**src/rtl/dmem_pkg.sv**
```systemverilog
// Shared types and sizes for the data-memory arbiter, its bus interface and the data RAM.
package dmem_pkg;

  localparam int unsigned ADDR_W     = 10;
  localparam int unsigned DATA_W     = 64;
  localparam int unsigned REQ_ADDR_W = 64;

  typedef enum logic [1:0] {
    IDLE  = 2'd0,
    ISSUE = 2'd1,
    WAIT  = 2'd2
  } state_e;

  typedef enum logic {
    REQ_CPU = 1'b0,
    REQ_DBG = 1'b1
  } req_id_e;

  // Access fields captured at acceptance; only the RAM-visible address bits are kept
  typedef struct packed {
    logic              we;
    logic [ADDR_W-1:0] addr;
    logic [DATA_W-1:0] wdata;
  } access_s;

  function automatic logic addr_out_of_range(input logic [REQ_ADDR_W-1:0] addr);
    return |addr[REQ_ADDR_W-1:ADDR_W];
  endfunction

endpackage

```
**src/rtl/dmem_arbiter_if.sv**
```systemverilog
// Requester, RAM and status signals shared by the arbiter, the data RAM and the requesters.
interface dmem_arbiter_if;
  import dmem_pkg::*;

  logic                  cpu_req;
  logic                  cpu_we;
  logic [REQ_ADDR_W-1:0] cpu_addr;
  logic [DATA_W-1:0]     cpu_wdata;
  logic                  cpu_gnt;
  logic                  cpu_rvalid;
  logic [DATA_W-1:0]     cpu_rdata;
  logic                  cpu_err;

  logic                  dbg_req;
  logic                  dbg_we;
  logic [REQ_ADDR_W-1:0] dbg_addr;
  logic [DATA_W-1:0]     dbg_wdata;
  logic                  dbg_gnt;
  logic                  dbg_rvalid;
  logic [DATA_W-1:0]     dbg_rdata;
  logic                  dbg_err;

  logic                  mem_en;
  logic                  mem_we;
  logic [ADDR_W-1:0]     mem_addr;
  logic [DATA_W-1:0]     mem_wdata;
  logic [DATA_W-1:0]     mem_rdata;

  logic                  busy;

  modport slave (
    input  cpu_req, cpu_we, cpu_addr, cpu_wdata,
    input  dbg_req, dbg_we, dbg_addr, dbg_wdata,
    input  mem_rdata,
    output cpu_gnt, cpu_rvalid, cpu_rdata, cpu_err,
    output dbg_gnt, dbg_rvalid, dbg_rdata, dbg_err,
    output mem_en, mem_we, mem_addr, mem_wdata,
    output busy
  );

  modport master (
    output cpu_req, cpu_we, cpu_addr, cpu_wdata,
    output dbg_req, dbg_we, dbg_addr, dbg_wdata,
    input  cpu_gnt, cpu_rvalid, cpu_rdata, cpu_err,
    input  dbg_gnt, dbg_rvalid, dbg_rdata, dbg_err,
    input  busy
  );

  modport ram (
    input  mem_en, mem_we, mem_addr, mem_wdata,
    output mem_rdata
  );

endinterface

```
**src/rtl/dmem_arbiter.sv**
```systemverilog
// Round-robin arbiter between the CPU memory stage and the debug port; every access runs
// IDLE -> ISSUE -> WAIT, out-of-range accesses complete with err and never strobe the RAM.
module dmem_arbiter
  import dmem_pkg::*;
(
  input  logic           clk,
  input  logic           reset,
  dmem_arbiter_if.slave  bus
);

  state_e            r_state;
  state_e            w_state_nxt;
  req_id_e           r_last_gnt;
  req_id_e           r_owner;
  req_id_e           w_winner;
  access_s           r_acc;
  access_s           w_req_acc;
  logic              r_err_l;
  logic              w_req_err;
  logic              w_accept;
  logic              w_complete;
  logic              w_mem_en;

  logic              r_cpu_gnt;
  logic              r_dbg_gnt;
  logic              r_cpu_rvalid;
  logic              r_dbg_rvalid;
  logic              r_cpu_err;
  logic              r_dbg_err;
  logic [DATA_W-1:0] r_cpu_rdata;
  logic [DATA_W-1:0] r_dbg_rdata;
  logic              r_busy;

  // On a tie the side not granted last wins
  always_comb begin
    w_winner = REQ_CPU;
    if (bus.cpu_req && bus.dbg_req) begin
      w_winner = (r_last_gnt == REQ_CPU) ? REQ_DBG : REQ_CPU;
    end else if (bus.dbg_req) begin
      w_winner = REQ_DBG;
    end
  end

  always_comb begin
    w_req_acc = '0;
    w_req_err = 1'b0;
    if (w_winner == REQ_CPU) begin
      w_req_acc.we    = bus.cpu_we;
      w_req_acc.addr  = bus.cpu_addr[ADDR_W-1:0];
      w_req_acc.wdata = bus.cpu_wdata;
      w_req_err       = addr_out_of_range(bus.cpu_addr);
    end else begin
      w_req_acc.we    = bus.dbg_we;
      w_req_acc.addr  = bus.dbg_addr[ADDR_W-1:0];
      w_req_acc.wdata = bus.dbg_wdata;
      w_req_err       = addr_out_of_range(bus.dbg_addr);
    end
  end

  always_ff @(posedge clk) begin
    if (reset) begin
      r_state <= IDLE;
    end else begin
      r_state <= w_state_nxt;
    end
  end

  always_comb begin
    w_state_nxt = r_state;
    w_accept    = 1'b0;
    w_complete  = 1'b0;
    case (r_state)
      IDLE: begin
        if (bus.cpu_req || bus.dbg_req) begin
          w_state_nxt = ISSUE;
          w_accept    = 1'b1;
        end
      end
      ISSUE: w_state_nxt = WAIT;
      WAIT: begin
        w_state_nxt = IDLE;
        w_complete  = 1'b1;
      end
      default: w_state_nxt = IDLE;
    endcase
  end

  // Acceptance capture, completion reporting and per-side status registers
  always_ff @(posedge clk) begin
    if (reset) begin
      r_last_gnt   <= REQ_DBG;
      r_owner      <= REQ_CPU;
      r_acc        <= '0;
      r_err_l      <= 1'b0;
      r_cpu_gnt    <= 1'b0;
      r_dbg_gnt    <= 1'b0;
      r_cpu_rvalid <= 1'b0;
      r_dbg_rvalid <= 1'b0;
      r_cpu_err    <= 1'b0;
      r_dbg_err    <= 1'b0;
      r_cpu_rdata  <= '0;
      r_dbg_rdata  <= '0;
      r_busy       <= 1'b0;
    end else begin
      r_cpu_gnt    <= w_accept && (w_winner == REQ_CPU);
      r_dbg_gnt    <= w_accept && (w_winner == REQ_DBG);
      r_cpu_rvalid <= w_complete && (r_owner == REQ_CPU);
      r_dbg_rvalid <= w_complete && (r_owner == REQ_DBG);
      r_cpu_err    <= w_complete && (r_owner == REQ_CPU) && r_err_l;
      r_dbg_err    <= w_complete && (r_owner == REQ_DBG) && r_err_l;
      r_busy       <= (w_state_nxt != IDLE);
      if (w_accept) begin
        r_owner    <= w_winner;
        r_last_gnt <= w_winner;
        r_acc      <= w_req_acc;
        r_err_l    <= w_req_err;
      end
      if (w_complete && !r_acc.we) begin
        if (r_owner == REQ_CPU) begin
          r_cpu_rdata <= r_err_l ? '0 : bus.mem_rdata;
        end else begin
          r_dbg_rdata <= r_err_l ? '0 : bus.mem_rdata;
        end
      end
    end
  end

  // Reset gates the strobe so an interrupted access never reaches the RAM
  always_comb begin
    w_mem_en = 1'b0;
    if (r_state == ISSUE) begin
      w_mem_en = !r_err_l && !reset;
    end
  end

  assign bus.mem_en    = w_mem_en;
  assign bus.mem_we    = r_acc.we && w_mem_en;
  assign bus.mem_addr  = r_acc.addr;
  assign bus.mem_wdata = r_acc.wdata;

  assign bus.cpu_gnt    = r_cpu_gnt;
  assign bus.dbg_gnt    = r_dbg_gnt;
  assign bus.cpu_rvalid = r_cpu_rvalid;
  assign bus.dbg_rvalid = r_dbg_rvalid;
  assign bus.cpu_err    = r_cpu_err;
  assign bus.dbg_err    = r_dbg_err;
  assign bus.cpu_rdata  = r_cpu_rdata;
  assign bus.dbg_rdata  = r_dbg_rdata;
  assign bus.busy       = r_busy;

endmodule

```
**src/flat_wrapper.sv**
```systemverilog
// flat-port wrapper written by rule: the top's interface ports become plain ports
module dmem_arbiter_flat import dmem_pkg::*;
  (clk, reset, bus_cpu_req, bus_cpu_we, bus_cpu_addr, bus_cpu_wdata, bus_dbg_req, bus_dbg_we, bus_dbg_addr, bus_dbg_wdata, bus_mem_rdata, bus_cpu_gnt, bus_cpu_rvalid, bus_cpu_rdata, bus_cpu_err, bus_dbg_gnt, bus_dbg_rvalid, bus_dbg_rdata, bus_dbg_err, bus_mem_en, bus_mem_we, bus_mem_addr, bus_mem_wdata, bus_busy);
  dmem_arbiter_if bus_i ();
  input  logic clk;
  input  logic reset;
  input wire logic [$bits(bus_i.cpu_req)-1:0] bus_cpu_req;
  input wire logic [$bits(bus_i.cpu_we)-1:0] bus_cpu_we;
  input wire logic [$bits(bus_i.cpu_addr)-1:0] bus_cpu_addr;
  input wire logic [$bits(bus_i.cpu_wdata)-1:0] bus_cpu_wdata;
  input wire logic [$bits(bus_i.dbg_req)-1:0] bus_dbg_req;
  input wire logic [$bits(bus_i.dbg_we)-1:0] bus_dbg_we;
  input wire logic [$bits(bus_i.dbg_addr)-1:0] bus_dbg_addr;
  input wire logic [$bits(bus_i.dbg_wdata)-1:0] bus_dbg_wdata;
  input wire logic [$bits(bus_i.mem_rdata)-1:0] bus_mem_rdata;
  output wire logic [$bits(bus_i.cpu_gnt)-1:0] bus_cpu_gnt;
  output wire logic [$bits(bus_i.cpu_rvalid)-1:0] bus_cpu_rvalid;
  output wire logic [$bits(bus_i.cpu_rdata)-1:0] bus_cpu_rdata;
  output wire logic [$bits(bus_i.cpu_err)-1:0] bus_cpu_err;
  output wire logic [$bits(bus_i.dbg_gnt)-1:0] bus_dbg_gnt;
  output wire logic [$bits(bus_i.dbg_rvalid)-1:0] bus_dbg_rvalid;
  output wire logic [$bits(bus_i.dbg_rdata)-1:0] bus_dbg_rdata;
  output wire logic [$bits(bus_i.dbg_err)-1:0] bus_dbg_err;
  output wire logic [$bits(bus_i.mem_en)-1:0] bus_mem_en;
  output wire logic [$bits(bus_i.mem_we)-1:0] bus_mem_we;
  output wire logic [$bits(bus_i.mem_addr)-1:0] bus_mem_addr;
  output wire logic [$bits(bus_i.mem_wdata)-1:0] bus_mem_wdata;
  output wire logic [$bits(bus_i.busy)-1:0] bus_busy;
  assign bus_i.cpu_req = bus_cpu_req;
  assign bus_i.cpu_we = bus_cpu_we;
  assign bus_i.cpu_addr = bus_cpu_addr;
  assign bus_i.cpu_wdata = bus_cpu_wdata;
  assign bus_i.dbg_req = bus_dbg_req;
  assign bus_i.dbg_we = bus_dbg_we;
  assign bus_i.dbg_addr = bus_dbg_addr;
  assign bus_i.dbg_wdata = bus_dbg_wdata;
  assign bus_i.mem_rdata = bus_mem_rdata;
  assign bus_cpu_gnt = bus_i.cpu_gnt;
  assign bus_cpu_rvalid = bus_i.cpu_rvalid;
  assign bus_cpu_rdata = bus_i.cpu_rdata;
  assign bus_cpu_err = bus_i.cpu_err;
  assign bus_dbg_gnt = bus_i.dbg_gnt;
  assign bus_dbg_rvalid = bus_i.dbg_rvalid;
  assign bus_dbg_rdata = bus_i.dbg_rdata;
  assign bus_dbg_err = bus_i.dbg_err;
  assign bus_mem_en = bus_i.mem_en;
  assign bus_mem_we = bus_i.mem_we;
  assign bus_mem_addr = bus_i.mem_addr;
  assign bus_mem_wdata = bus_i.mem_wdata;
  assign bus_busy = bus_i.busy;
  dmem_arbiter u_core (.clk(clk), .reset(reset), .bus(bus_i));
endmodule
```
**config.mk**
```make
export PLATFORM = sky130hd
export DESIGN_NAME = dmem_arbiter_flat
export DESIGN_NICKNAME = d
export VERILOG_FILES = /design/src/rtl/dmem_pkg.sv /design/src/rtl/dmem_arbiter_if.sv /design/src/rtl/dmem_arbiter.sv /design/src/flat_wrapper.sv
export SDC_FILE = /design/constraint.sdc
export NUM_CORES = 1
export LEC_CHECK = 0
export ABC_AREA = 1
export CAP_MARGIN = 10
export CELL_PAD_IN_SITES_DETAIL_PLACEMENT = 0
export CELL_PAD_IN_SITES_GLOBAL_PLACEMENT = 1
export CORE_AREA = 2 2 207 209
export DETAILED_ROUTE_END_ITERATION = 16
export DIE_AREA = 0 0 209 211
export MAX_ROUTING_LAYER = met4
export PLACE_DENSITY_LB_ADDON = 0.1
export SLEW_MARGIN = 20
export SYNTH_ARGS = -nofsm -noshare
export SYNTH_HDL_FRONTEND = slang
export SYNTH_SLANG_ARGS = --single-unit
```
**constraint.sdc**
```tcl
create_clock -name clk -period 1.3 [get_ports clk]
set_input_delay 0.26 -clock clk [delete_from_list [all_inputs] [get_ports clk]]
set_output_delay 0.26 -clock clk [all_outputs]
set_load 0.02 [all_outputs]
```
==> flow_summary.json <==
{
  "drt-vias-per-instance": 4.32,
  "first_global_vias": 10800,
  "ys_async_sr_fraction": 0,
  "path_delay_family": "flip-flops",
  "coreArea_mm2": 0.0418,
  "worstPathRequired_ns": 1.04,
  "count_of_h_tree_levels_built_during_cts": 1,
  "drt-initial-drc-count": 410,
  "clk_pin_slew_ns": 0.06,
  "drv_slew": 0,
  "initial_utilization": 0.220,
  "half_perimeter_wire_length_of_the_detailed_placement_result_mm": 31.2,
  "slowest_stage": "dfxtp_2",
  "clock_tree.root_cell": "clkbuf_16",
  "post_synth_design_cell_area_mm2": 0.00918,
  "drt-pass1-iter-count": 4,
  "routed-via-count": 10500,
  "crit_chain": "inv_2 -> buf_6 -> nor4_4 -> buf_4",
  "rr_startpoint": "u_core.r_state[1]",
  "global_route.overflow_total": 0,
  "regArea_mm2": 0.00461,
  "cellLeakagePower_nw": 8.37,
  "slew_at_the_pin_closest_to_its_max_slew_limit_ns": 0.365,
  "r2r_slack_ns": -0.24,
  "critical-path-max-stage-delay_ns": 0.33,
  "cts.sink_count": 215,
  "vdd_drop_max_v": 0.000812,
  "synth-warning-count": 0,
  "detail_route.wirelength_mm": 48.6,
  "post_route_cells_drive_above_1_share": 0.502,
  "die_h_um": 211,
  "multiInputGateArea_mm2": 0.00499,
  "rows": 75,
  "worstHoldStart": "reset",
  "clock_tree.buffer_depth": 3,
  "skew_ns": 0.0182,
  "chipWidth_um": 209,
  "result_of_the_run": "finished with violations",
  "top_level_ports": 537,
  "depth_of_the_worst_register_to_register_path": 9,
  "grt_setup_unrepaired": "true",
  "io_buffers": 536,
  "synth.avg_cell_area_um2": 7.27,
  "final_hold_viol_count": 0,
  "worst_r2r_endpoint": "u_core.bus.mem_wdata[11]",
  "design.die.area_mm2": 0.0441,
  "grt_antenna_before_repair": 8,
  "cp.arrival_ns": 1.42,
  "clock.fmax_mhz": 596,
  "grt_pass1_wl_mm": 67.8,
  "failing_checks": "negative setup slack",
  "postSynthCellCount": 1262,
  "p_per_area_mw_per_mm2": 1090,
  "clkLatencyLatePin_ns": 0.55,
  "fin_crit_sh": 1.29,
  "synth.ff_latch_count": 215,
  "setup.worst_path.end_class": "primary output",
  "crit_path_start_kind": "flip-flop",
  "synth-seq-area-share": 0.469,
  "slew-limit-headroom": 0.756,
  "final-setup-viol-count": 215,
  "final.fill_count": 4113,
  "tritoncts_clock_tree": "yes",
  "place_ws_ns": -0.553,
  "routed_wire_length_per_instance_um": 20.0,
  "synth_cell_types": 26,
  "number_of_enable_flip_flop_cells_after_synthesis": 0,
  "drv_cap": 0,
  "synth-main-ff-cell": "dfxtp_1",
  "finalWeightedCongestion": 0.813,
  "nets_in_the_synthesized_netlist": 1588,
  "layout_setup_ws_ns": -0.378,
  "final_antenna_net_count": 0,
  "cts-buffers-inserted": 28,
  "nets": 2187,
  "min_delay_worst_endpoint": "u_core.bus.cpu_rdata[5]",
  "hp-class": "input pin to flip-flop",
  "timing.setup.tns_ns": -35.01,
  "crit_type": "flip-flop to primary output",
  "hold-path-cell-count": 3,
  "syn_to_final_growth_pct": 118,
  "finalCoreUtilization": 0.479,
  "grt_util_all_layers": 0.208,
  "drc_violation_count_after_routing": 0,
  "grt_start_max_net_pins": 50,
  "timing.critical_path.buf_inv": 3,
  "worst_path_max_fanout": 2,
  "timing.final.crit_period_ns": 1.68
}
[metrics by stage]
stage / hold WS, ns / instance area [um2] / cells / power [mW]
floorplan: 0.370 / 9200 / 1262 / 9.37
global placement: 0.465 / 14900 / 2232 / 11.6
detailed placement: 0.477 / 14900 / 2232 / 11.6
CTS: 0.170 / 17900 / 2334 / 21.2
global route: 0.212 / 20000 / 2429 / 22.7
finish: 0.206 / 20000 / 2429 / 21.8
[flip-flops by register name, indices dropped and copies added, names as in the netlist]
name	count
u_core.bus.dbg_gnt	1
u_core.bus.dbg_err	1
u_core.bus.cpu_gnt	1
u_core.r_owner	1
u_core.bus.dbg_rvalid	1
u_core.r_err_l	1
u_core.r_state	2
u_core.r_last_gnt	1
u_core.bus.mem_wdata	64
u_core.bus.cpu_err	1
u_core.bus.mem_addr	10
u_core.bus.dbg_rdata	64
u_core.r_acc	1
u_core.bus.busy	1
u_core.bus.cpu_rdata	64
u_core.bus.cpu_rvalid	1
[metal layers]
| layer | global-route usage | wire length, um | up-vias | part of all wire |
|---|---|---|---|---|
| li1 | - | - | 5207 | - |
| met1 | 0.228 | 19700 | 4929 | 0.40 |
| met2 | 0.370 | 24600 | 324 | 0.51 |
| met3 | 0.0697 | 3690 | 43 | 0.076 |
| met4 | 0.0401 | 646 | 0 | 0.013 |
| met5 | - | 0 | - | 0 |
[Yosys cell counts, types with 4 or more instances]
cell	count	area (um2)
nor2_1	290	1090
nand2_1	261	980
dfxtp_1	215	4300
buf_4	81	608
o21ai_0	72	360
a21oi_1	66	330
o21ai_1	56	280
a31oi_1	52	325
inv_1	48	180
buf_2	32	160
clkbuf_1	27	101
a21o_1	23	173
buf_6	9	101
inv_2	6	22.5
nor2_4	4	45.0
[worst max-delay path by stage]
stage                startpoint             end  slack (ns)  cells after the start
3_5_place_dp   bus_cpu_addr[49]  u_core.r_err_l       -0.55                      9
5_1_grt        u_core.r_acc[74]      bus_mem_we       -0.45                      4
4_1_cts        u_core.r_acc[74]      bus_mem_we       -0.42                      4
3_3_place_gp   bus_cpu_addr[49]  u_core.r_err_l       -0.56                      9
2_1_floorplan    u_core.r_err_l      bus_mem_en      -0.001                      3
6_report       u_core.r_acc[74]      bus_mem_we       -0.38                      4
[tightest hold or removal path, delay by kind of cell]
| kind | cells | cell delay (ns) |
|---|---|---|
| compound gates | 1 | 0.07 |
| buf+inv | 2 | 0.37 |
[cell families after synthesis]
| logic type | synth area share |
|---|---|
| AO/OA/AOI/OAI | 0.162 |
| buffers and inverters | 0.130 |
| flip-flops | 0.469 |
| AND/OR/NAND/NOR | 0.239 |
[layout by cell type, fill, tap and decap left out, types with 29 or more instances in the layout]
cell               n
clkdlybuf4s50_1  324
dfxtp_2          197
buf_6            221
clkbuf_16         45
o21ai_2           86
a21oi_2           37
buf_4             84
nor2_1           224
inv_1             45
a21oi_1           29
buf_12            42
a31oi_1           44
nand2_2           35
nand2_1          212
nor2_2            37
nor2_4            35
[power by group]
part	internal [mW]	total, mW	switching (mW)
Combinational	2.97	5.59	2.61
Sequential	7.08	7.40	0.323
Clock	5.59	8.79	3.20
[area by class of cell]
type,count,area share
Timing Repair Buffer,722,0.420
Tap cell,539,0.0337
Antenna cell,8,0.00100
Multi-Input combinational cell,840,0.250
Clock inverter,10,0.00889
Sequential cell,215,0.231
Clock buffer,41,0.0436
Inverter,54,0.0127
[repair_timing]
item	4_1_cts	5_1_grt
hold buffers	1	0
hold endpoints to repair	5	0
setup endpoints to repair	360	362
cloned	26	20
gates resized for setup	1634	353
setup buffers	26	76
pin swaps	19	105
Power figures use the tool's default switching activity.
